==> src/rtl/adc_cfg_sequencer.sv <==
// ADC configuration sequencer: waits out ADC power-up, writes and optionally verifies a
// fixed register table with bounded retry, then serves host register accesses over SPI.
module adc_cfg_sequencer #(
  parameter int unsigned PWRUP_CYCLES = 1000,
  parameter int unsigned MAX_RETRY    = 3,
  parameter int unsigned ACK_TIMEOUT  = 65535
) (
  input  logic        clk,
  input  logic        rst_n,
  input  logic        reinit,
  input  logic        host_req,
  input  logic        host_wr,
  input  logic [12:0] host_addr,
  input  logic [7:0]  host_wdata,
  output logic [7:0]  host_rdata,
  output logic        host_ack,
  output logic        init_done,
  output logic        init_err,
  output logic [12:0] err_addr,
  output logic        cmd_read,
  output logic        cmd_write,
  output logic [12:0] read_addr,
  output logic [12:0] write_addr,
  output logic [7:0]  write_data,
  input  logic [7:0]  read_data,
  input  logic        cmd_read_ack,
  input  logic        cmd_write_ack,
  output logic [2:0]  dbg_state
);

  localparam int PW_W = (PWRUP_CYCLES > 1) ? $clog2(PWRUP_CYCLES) : 1;
  localparam int WD_W = (ACK_TIMEOUT > 1) ? $clog2(ACK_TIMEOUT) : 1;
  localparam int RT_W = (MAX_RETRY > 1) ? $clog2(MAX_RETRY) : 1;

  typedef enum logic [2:0] {
    S_PWRUP    = 3'd0,
    S_CFG_WR   = 3'd1,
    S_CFG_RD   = 3'd2,
    S_CFG_NEXT = 3'd3,
    S_READY    = 3'd4,
    S_HOST     = 3'd5,
    S_FAIL     = 3'd6
  } state_e;

  state_e          state_q, state_d;
  logic [PW_W-1:0] pw_cnt_q, pw_cnt_d;
  logic [WD_W-1:0] wd_q, wd_d;
  logic [RT_W-1:0] retry_q, retry_d;
  logic [1:0]      idx_q, idx_d;
  logic            cmd_write_q, cmd_write_d, cmd_read_q, cmd_read_d;
  logic [12:0]     write_addr_q, write_addr_d, read_addr_q, read_addr_d;
  logic [7:0]      write_data_q, write_data_d;
  logic            host_ack_q, host_ack_d;
  logic [7:0]      host_rdata_q, host_rdata_d;
  logic            init_done_q, init_done_d, init_err_q, init_err_d;
  logic [12:0]     err_addr_q, err_addr_d;
  logic            lat_wr_q, lat_wr_d, from_fail_q, from_fail_d;
  logic [12:0]     lat_addr_q, lat_addr_d;
  logic [7:0]      lat_wdata_q, lat_wdata_d;

  logic [12:0] rom_addr;
  logic [7:0]  rom_data;
  logic        rom_verify;
  logic        wr_ack, rd_ack, cmd_busy, timeout;

  always_comb begin
    rom_addr   = 13'h000;
    rom_data   = 8'h3C;
    rom_verify = 1'b0;
    case (idx_q)
      2'd1: begin rom_addr = 13'h014; rom_data = 8'h01; rom_verify = 1'b1; end
      2'd2: begin rom_addr = 13'h00D; rom_data = 8'h00; rom_verify = 1'b1; end
      2'd3: begin rom_addr = 13'h0FF; rom_data = 8'h01; rom_verify = 1'b0; end
      default: ;
    endcase
  end

  // SPI handshake: a command is outstanding while cmd_* is high; an ack of the matching
  // type is accepted only then, and the command drops on the clock that samples the ack.
  assign wr_ack   = cmd_write_q && cmd_write_ack;
  assign rd_ack   = cmd_read_q && cmd_read_ack;
  assign cmd_busy = cmd_write_q || cmd_read_q;
  assign timeout  = cmd_busy && !wr_ack && !rd_ack && (wd_q == WD_W'(ACK_TIMEOUT - 1));

  always_comb begin
    state_d      = state_q;
    pw_cnt_d     = pw_cnt_q;
    idx_d        = idx_q;
    retry_d      = retry_q;
    cmd_write_d  = 1'b0;
    cmd_read_d   = 1'b0;
    write_addr_d = write_addr_q;
    write_data_d = write_data_q;
    read_addr_d  = read_addr_q;
    host_ack_d   = 1'b0;
    host_rdata_d = host_rdata_q;
    init_done_d  = init_done_q;
    init_err_d   = init_err_q;
    err_addr_d   = err_addr_q;
    lat_wr_d     = lat_wr_q;
    lat_addr_d   = lat_addr_q;
    lat_wdata_d  = lat_wdata_q;
    from_fail_d  = from_fail_q;

    unique case (state_q)
      S_PWRUP: begin
        pw_cnt_d = pw_cnt_q + PW_W'(1);
        if (pw_cnt_q == PW_W'(PWRUP_CYCLES - 1)) begin
          state_d = S_CFG_WR;
          idx_d   = 2'd0;
          retry_d = '0;
        end
      end
      S_CFG_WR: begin
        write_addr_d = rom_addr;
        write_data_d = rom_data;
        if (timeout) begin
          err_addr_d = rom_addr;
          init_err_d = 1'b1;
          state_d    = S_FAIL;
        end else if (wr_ack) begin
          state_d = rom_verify ? S_CFG_RD : S_CFG_NEXT;
        end else begin
          cmd_write_d = 1'b1;
        end
      end
      S_CFG_RD: begin
        read_addr_d = rom_addr;
        if (timeout) begin
          err_addr_d = rom_addr;
          init_err_d = 1'b1;
          state_d    = S_FAIL;
        end else if (rd_ack) begin
          if (read_data == rom_data) begin
            state_d = S_CFG_NEXT;
          end else if (retry_q == RT_W'(MAX_RETRY - 1)) begin
            err_addr_d = rom_addr;
            init_err_d = 1'b1;
            state_d    = S_FAIL;
          end else begin
            retry_d = retry_q + RT_W'(1);
            state_d = S_CFG_WR;
          end
        end else begin
          cmd_read_d = 1'b1;
        end
      end
      S_CFG_NEXT: begin
        retry_d = '0;
        idx_d   = idx_q + 2'd1;
        if (idx_q == 2'd3) begin
          init_done_d = 1'b1;
          state_d     = S_READY;
        end else begin
          state_d = S_CFG_WR;
        end
      end
      S_READY, S_FAIL: begin
        if (reinit) begin
          init_done_d = 1'b0;
          init_err_d  = 1'b0;
          idx_d       = 2'd0;
          retry_d     = '0;
          state_d     = S_CFG_WR;
        end else if (host_req) begin
          lat_wr_d    = host_wr;
          lat_addr_d  = host_addr;
          lat_wdata_d = host_wdata;
          from_fail_d = (state_q == S_FAIL);
          state_d     = S_HOST;
        end
      end
      S_HOST: begin
        if (lat_wr_q) begin
          write_addr_d = lat_addr_q;
          write_data_d = lat_wdata_q;
        end else begin
          read_addr_d = lat_addr_q;
        end
        if (timeout) begin
          host_ack_d   = 1'b1;
          host_rdata_d = 8'h00;
          err_addr_d   = lat_addr_q;
          init_err_d   = 1'b1;
          state_d      = S_FAIL;
        end else if ((lat_wr_q && wr_ack) || (!lat_wr_q && rd_ack)) begin
          host_ack_d = 1'b1;
          if (!lat_wr_q) host_rdata_d = read_data;
          state_d = from_fail_q ? S_FAIL : S_READY;
        end else begin
          cmd_write_d = lat_wr_q;
          cmd_read_d  = !lat_wr_q;
        end
      end
      default: state_d = S_PWRUP;
    endcase

    // Watchdog restarts from zero with every newly raised command.
    wd_d = ((cmd_write_d || cmd_read_d) && cmd_busy) ? wd_q + WD_W'(1) : '0;
  end

  always_ff @(posedge clk or negedge rst_n) begin
    if (!rst_n) begin
      state_q      <= S_PWRUP;
      pw_cnt_q     <= '0;
      wd_q         <= '0;
      retry_q      <= '0;
      idx_q        <= 2'd0;
      cmd_write_q  <= 1'b0;
      cmd_read_q   <= 1'b0;
      write_addr_q <= 13'h000;
      write_data_q <= 8'h00;
      read_addr_q  <= 13'h000;
      host_ack_q   <= 1'b0;
      host_rdata_q <= 8'h00;
      init_done_q  <= 1'b0;
      init_err_q   <= 1'b0;
      err_addr_q   <= 13'h000;
      lat_wr_q     <= 1'b0;
      lat_addr_q   <= 13'h000;
      lat_wdata_q  <= 8'h00;
      from_fail_q  <= 1'b0;
    end else begin
      state_q      <= state_d;
      pw_cnt_q     <= pw_cnt_d;
      wd_q         <= wd_d;
      retry_q      <= retry_d;
      idx_q        <= idx_d;
      cmd_write_q  <= cmd_write_d;
      cmd_read_q   <= cmd_read_d;
      write_addr_q <= write_addr_d;
      write_data_q <= write_data_d;
      read_addr_q  <= read_addr_d;
      host_ack_q   <= host_ack_d;
      host_rdata_q <= host_rdata_d;
      init_done_q  <= init_done_d;
      init_err_q   <= init_err_d;
      err_addr_q   <= err_addr_d;
      lat_wr_q     <= lat_wr_d;
      lat_addr_q   <= lat_addr_d;
      lat_wdata_q  <= lat_wdata_d;
      from_fail_q  <= from_fail_d;
    end
  end

  assign host_rdata = host_rdata_q;
  assign host_ack   = host_ack_q;
  assign init_done  = init_done_q;
  assign init_err   = init_err_q;
  assign err_addr   = err_addr_q;
  assign cmd_read   = cmd_read_q;
  assign cmd_write  = cmd_write_q;
  assign read_addr  = read_addr_q;
  assign write_addr = write_addr_q;
  assign write_data = write_data_q;
  assign dbg_state  = state_q;

endmodule

==> config.mk <==
export PLATFORM = sky130hd
export DESIGN_NAME = adc_cfg_sequencer
export DESIGN_NICKNAME = d
export VERILOG_FILES = /design/src/rtl/adc_cfg_sequencer.sv
export SDC_FILE = /design/constraint.sdc
export NUM_CORES = 1
export LEC_CHECK = 0
export BUFFER_PORTS_ARGS = -buffer_cell sky130_fd_sc_hd__buf_2
export CAP_MARGIN = 20
export CELL_PAD_IN_SITES_DETAIL_PLACEMENT = 1
export CELL_PAD_IN_SITES_GLOBAL_PLACEMENT = 1
export CORE_MARGIN = 1.5
export CORE_UTILIZATION = 33
export CTS_CLUSTER_DIAMETER = 50
export DETAILED_ROUTE_END_ITERATION = 8
export PLACE_DENSITY_LB_ADDON = 0.1
export SLEW_MARGIN = 20
export SYNTH_ARGS = -nofsm -noshare
export SYNTH_HDL_FRONTEND = slang
export SYNTH_SLANG_ARGS = --single-unit
==> constraint.sdc <==
create_clock -name clk -period 1.8 [get_ports clk]
set_input_delay 0.09 -clock clk [delete_from_list [all_inputs] [get_ports clk]]
set_output_delay 0.09 -clock clk [all_outputs]
set_load 0.005 [all_outputs]
==> flow_summary.json <==
{
  "status": "finished, violations left",
  "violations": "setup timing",
  "vdd_drop_max_mv": 0.826,
  "worst_pin_slew_ns": 0.447,
  "hp-class": "primary input to asynchronous set/reset pin",
  "syn_inst": 492,
  "cp_data_required_time_ns": 2.10,
  "routed-via-count": 4621,
  "rsz0062_at_grt": "true",
  "synth_mux_area_share_pct": 6.82,
  "initial_core_util_pct": 34.2,
  "cellInternalPower_uw": 7800,
  "h-tree-depth": 4,
  "yosys_warnings": 0,
  "placed_area_sq_um": 6610,
  "fin_nets": 762,
  "start_kind": "flip-flop",
  "cp_top_family": "simple AND/OR/NAND/NOR gates",
  "worstPathMaxFanout": 4,
  "max_freq_mhz": 489,
  "die-area_sq_um": 16700,
  "final-hold-violation-count": 0,
  "grt_pass1_vias": 5052,
  "worstSetupStartpoint": "wd_q[0]",
  "clockPowerShare_pct": 26.2,
  "dieHeight_um": 129,
  "rows": 45,
  "max_cap_violations": 0,
  "final_common_cell": "dfrtp_1",
  "post-route-min-period_ns": 2.05,
  "synth_xor_area_share_pct": 3.99,
  "p_seq_share_pct": 32.8,
  "wl_per_cell_um": 17.8,
  "drive_gt1_share_pct": 40.5,
  "r2r-start": "wd_q[0]",
  "setup_viol": 30,
  "ys_ff_latch": 116,
  "p_sw_share_pct": 36.1,
  "synthDistinctLibCells": 62,
  "setup_slack_ns": -0.246,
  "synth_nets": 536,
  "synth_flop_cell": "dfrtp_1",
  "grt_usage_pct": 20.5,
  "max_stage_delay_ns": 0.58,
  "antenna_found_initial": 0,
  "synth_edf_count": 0,
  "slew_headroom_pct": 70.0,
  "numPortBuffers": 98,
  "leakage_uw": 0.00366,
  "crit_type": "flip-flop to flip-flop",
  "die_width_um": 129,
  "pwr_density_cell_nw_per_um2": 1550,
  "grt_max_degree": 47,
  "syn-cell-area_sq_um": 5260,
  "synth_compound_area_share_pct": 12.1,
  "gp_congestion": 0.835,
  "synthesis.area_per_instance_sq_um": 10.7,
  "r2r_end": "dbg_state[1]",
  "layout_common_cells": "dfrtp_1 (114), buf_2 (97), buf_4 (86)",
  "end_kind": "flip-flop",
  "design.core.area_sq_um": 15400,
  "design_area_sq_um": 7850,
  "clkTransAtPathRegs_ns": 0.06,
  "cts_buffers": 17,
  "area_delta_synth_final_pct": 49.1,
  "rrSetupSlack_ns": -0.25,
  "cts_root_buf": "clkbuf_16",
  "async_reset_ff_share_pct": 100,
  "slew_viol_final": 0,
  "synth-simple-area-share_pct": 15.7,
  "cp.arrival_ns": 2.35,
  "cts.sinks": 116,
  "grt.overflow.total": 0,
  "diodes": 0,
  "clock_latency_ns": 0.41,
  "cts_tree": "yes",
  "synth_top_family_by_area": "simple AND/OR/NAND/NOR gates",
  "avgViaCountPerCell": 4.91,
  "wirelength_um": 16800,
  "fin_skew_ns": 0.00750,
  "crit_chain": "inv_1 -> ha_2 -> nand2_2 -> or4_4 -> nor3_4 -> buf_4 -> nor4_1 -> o31ai_1",
  "first_iter_violations": 197,
  "ant_nets": 0,
  "first_pass_iters": 4,
  "ioPinCount": 99,
  "critPathSlowestCell": "or4_4",
  "clockBufferDepth": 2,
  "setup_tns_ns": -2.81,
  "cp_num_buf_inv": 2,
  "dp_hpwl_um": 11400,
  "yosys.area_share.adder_pct": 1.90,
  "drc": 0,
  "worstRegToRegCells": 8,
  "p_sw_uw": 4400,
  "min_period_over_period_pct": 114,
  "grt_first_pass_wirelength_um": 25900,
  "ys_seq_area_share_pct": 55.1,
  "combPwrFrac_pct": 41.0
}
==> area by class of cell <==
type | count | area (sq um)
Sequential cell | 116 | 2910
Tap cell | 211 | 264
Timing Repair Buffer | 228 | 1670
Clock buffer | 17 | 425
Multi-Input combinational cell | 325 | 2340
Clock inverter | 14 | 129
Fill cell | 1709 | 7520
Inverter | 30 | 113
==> metrics by stage <==
step / cells / hold WS (ns) / setup slack (ns) / power (uW) / utilization [%]
floorplan: 492 / -0.206 / -0.0947 / 6170 / -
global placement: 863 / 0.0661 / -0.130 / 8250 / 43.0
detailed placement: 863 / 0.0696 / -0.221 / 8380 / 43.0
CTS: 929 / 0.126 / -0.158 / 11900 / 49.5
global route: 941 / 0.192 / -0.340 / 13000 / 51.1
finish: 941 / 0.171 / -0.246 / 12200 / 51.1
==> worst max path at each step <==
stage	depth (start not counted)	endpoint	slack, ns
2_1_floorplan	7	dbg_state[2]	-0.09
3_3_place_gp	7	dbg_state[0]	-0.13
3_5_place_dp	8	err_addr[3]	-0.22
4_1_cts	8	dbg_state[1]	-0.16
5_1_grt	7	dbg_state[1]	-0.34
6_report	8	dbg_state[1]	-0.25
==> registers in the layout, summed over array words and instances (netlist names), 3 cells and up <==
name and count:
err_addr 13, lat_addr_q 13, write_data 8, dbg_state 3, lat_wdata_q 8, read_addr 13, host_rdata 8, wd_q 16
pw_cnt_q 10, write_addr 13
==> cells by family (layout without fill, tap and decap cells) <==
| family | Yosys count | count (layout) |
|---|---|---|
| xor gates and xnor gates | 24 | 24 |
| AOI/OAI and AO/OA | 102 | 102 |
| muxes | 33 | 33 |
| and+or+nand+nor | 158 | 158 |
| DFF | 116 | 116 |
| buffers and inverters | 51 | 289 |
| adders and majority gates | 8 | 8 |
==> repair_timing <==
item | in CTS | in global routing
pin swaps | 8 | 11
setup endpoints to repair | 81 | 84
hold endpoints to repair | 60 | 0
cloned | 0 | 3
resized for setup | 21 | 29
hold buffers | 31 | 0
setup buffers | 4 | 9
==> Yosys cell counts, types with 2 or more instances <==
cell type | number | area share, %
nor3_2 | 3 | 0.57
dfrtp_1 | 116 | 55
and2_1 | 3 | 0.36
xnor2_1 | 13 | 2.2
nor2_1 | 39 | 2.8
mux2_1 | 3 | 0.64
o31ai_1 | 2 | 0.29
nand2b_1 | 2 | 0.24
clkbuf_1 | 9 | 0.64
and4_1 | 4 | 0.67
mux2i_1 | 10 | 1.9
buf_6 | 3 | 0.64
o22ai_1 | 2 | 0.24
a211oi_1 | 3 | 0.43
nor4_1 | 3 | 0.36
nand4_1 | 19 | 2.3
and3b_1 | 2 | 0.33
o21ai_1 | 6 | 0.57
a22o_1 | 8 | 1.3
nor3_1 | 9 | 0.86
a211o_1 | 2 | 0.33
xor2_1 | 11 | 1.8
nand3_1 | 14 | 1.3
buf_2 | 6 | 0.57
nand3b_1 | 2 | 0.29
o21ai_0 | 38 | 3.6
ha_1 | 8 | 1.9
buf_4 | 2 | 0.29
inv_1 | 30 | 2.1
nand2_1 | 40 | 2.9
nor2b_1 | 3 | 0.36
a21oi_1 | 25 | 2.4
mux2_2 | 20 | 4.3
and3_1 | 4 | 0.48
==> power by group through the flow <==
stage | registers, uW | clock network [uW] | logic, uW
after detailed placement | 4010 | 0 | 4370
after global placement | 3970 | 0 | 4280
after global routing | 4120 | 3370 | 5480
after floorplan | 3970 | 0 | 2190
after CTS | 3980 | 3250 | 4670
final | 4000 | 3190 | 5000
==> layer usage <==
metal	share of wire, %	global-route usage (%)	routed length (um)
met4	1.0	7.01	171
met5	0	0	0
met3	3.4	4.87	565
met1	45	25.8	7580
met2	50	34.5	8430
No activity file was read; power rests on OpenSTA's default activity.
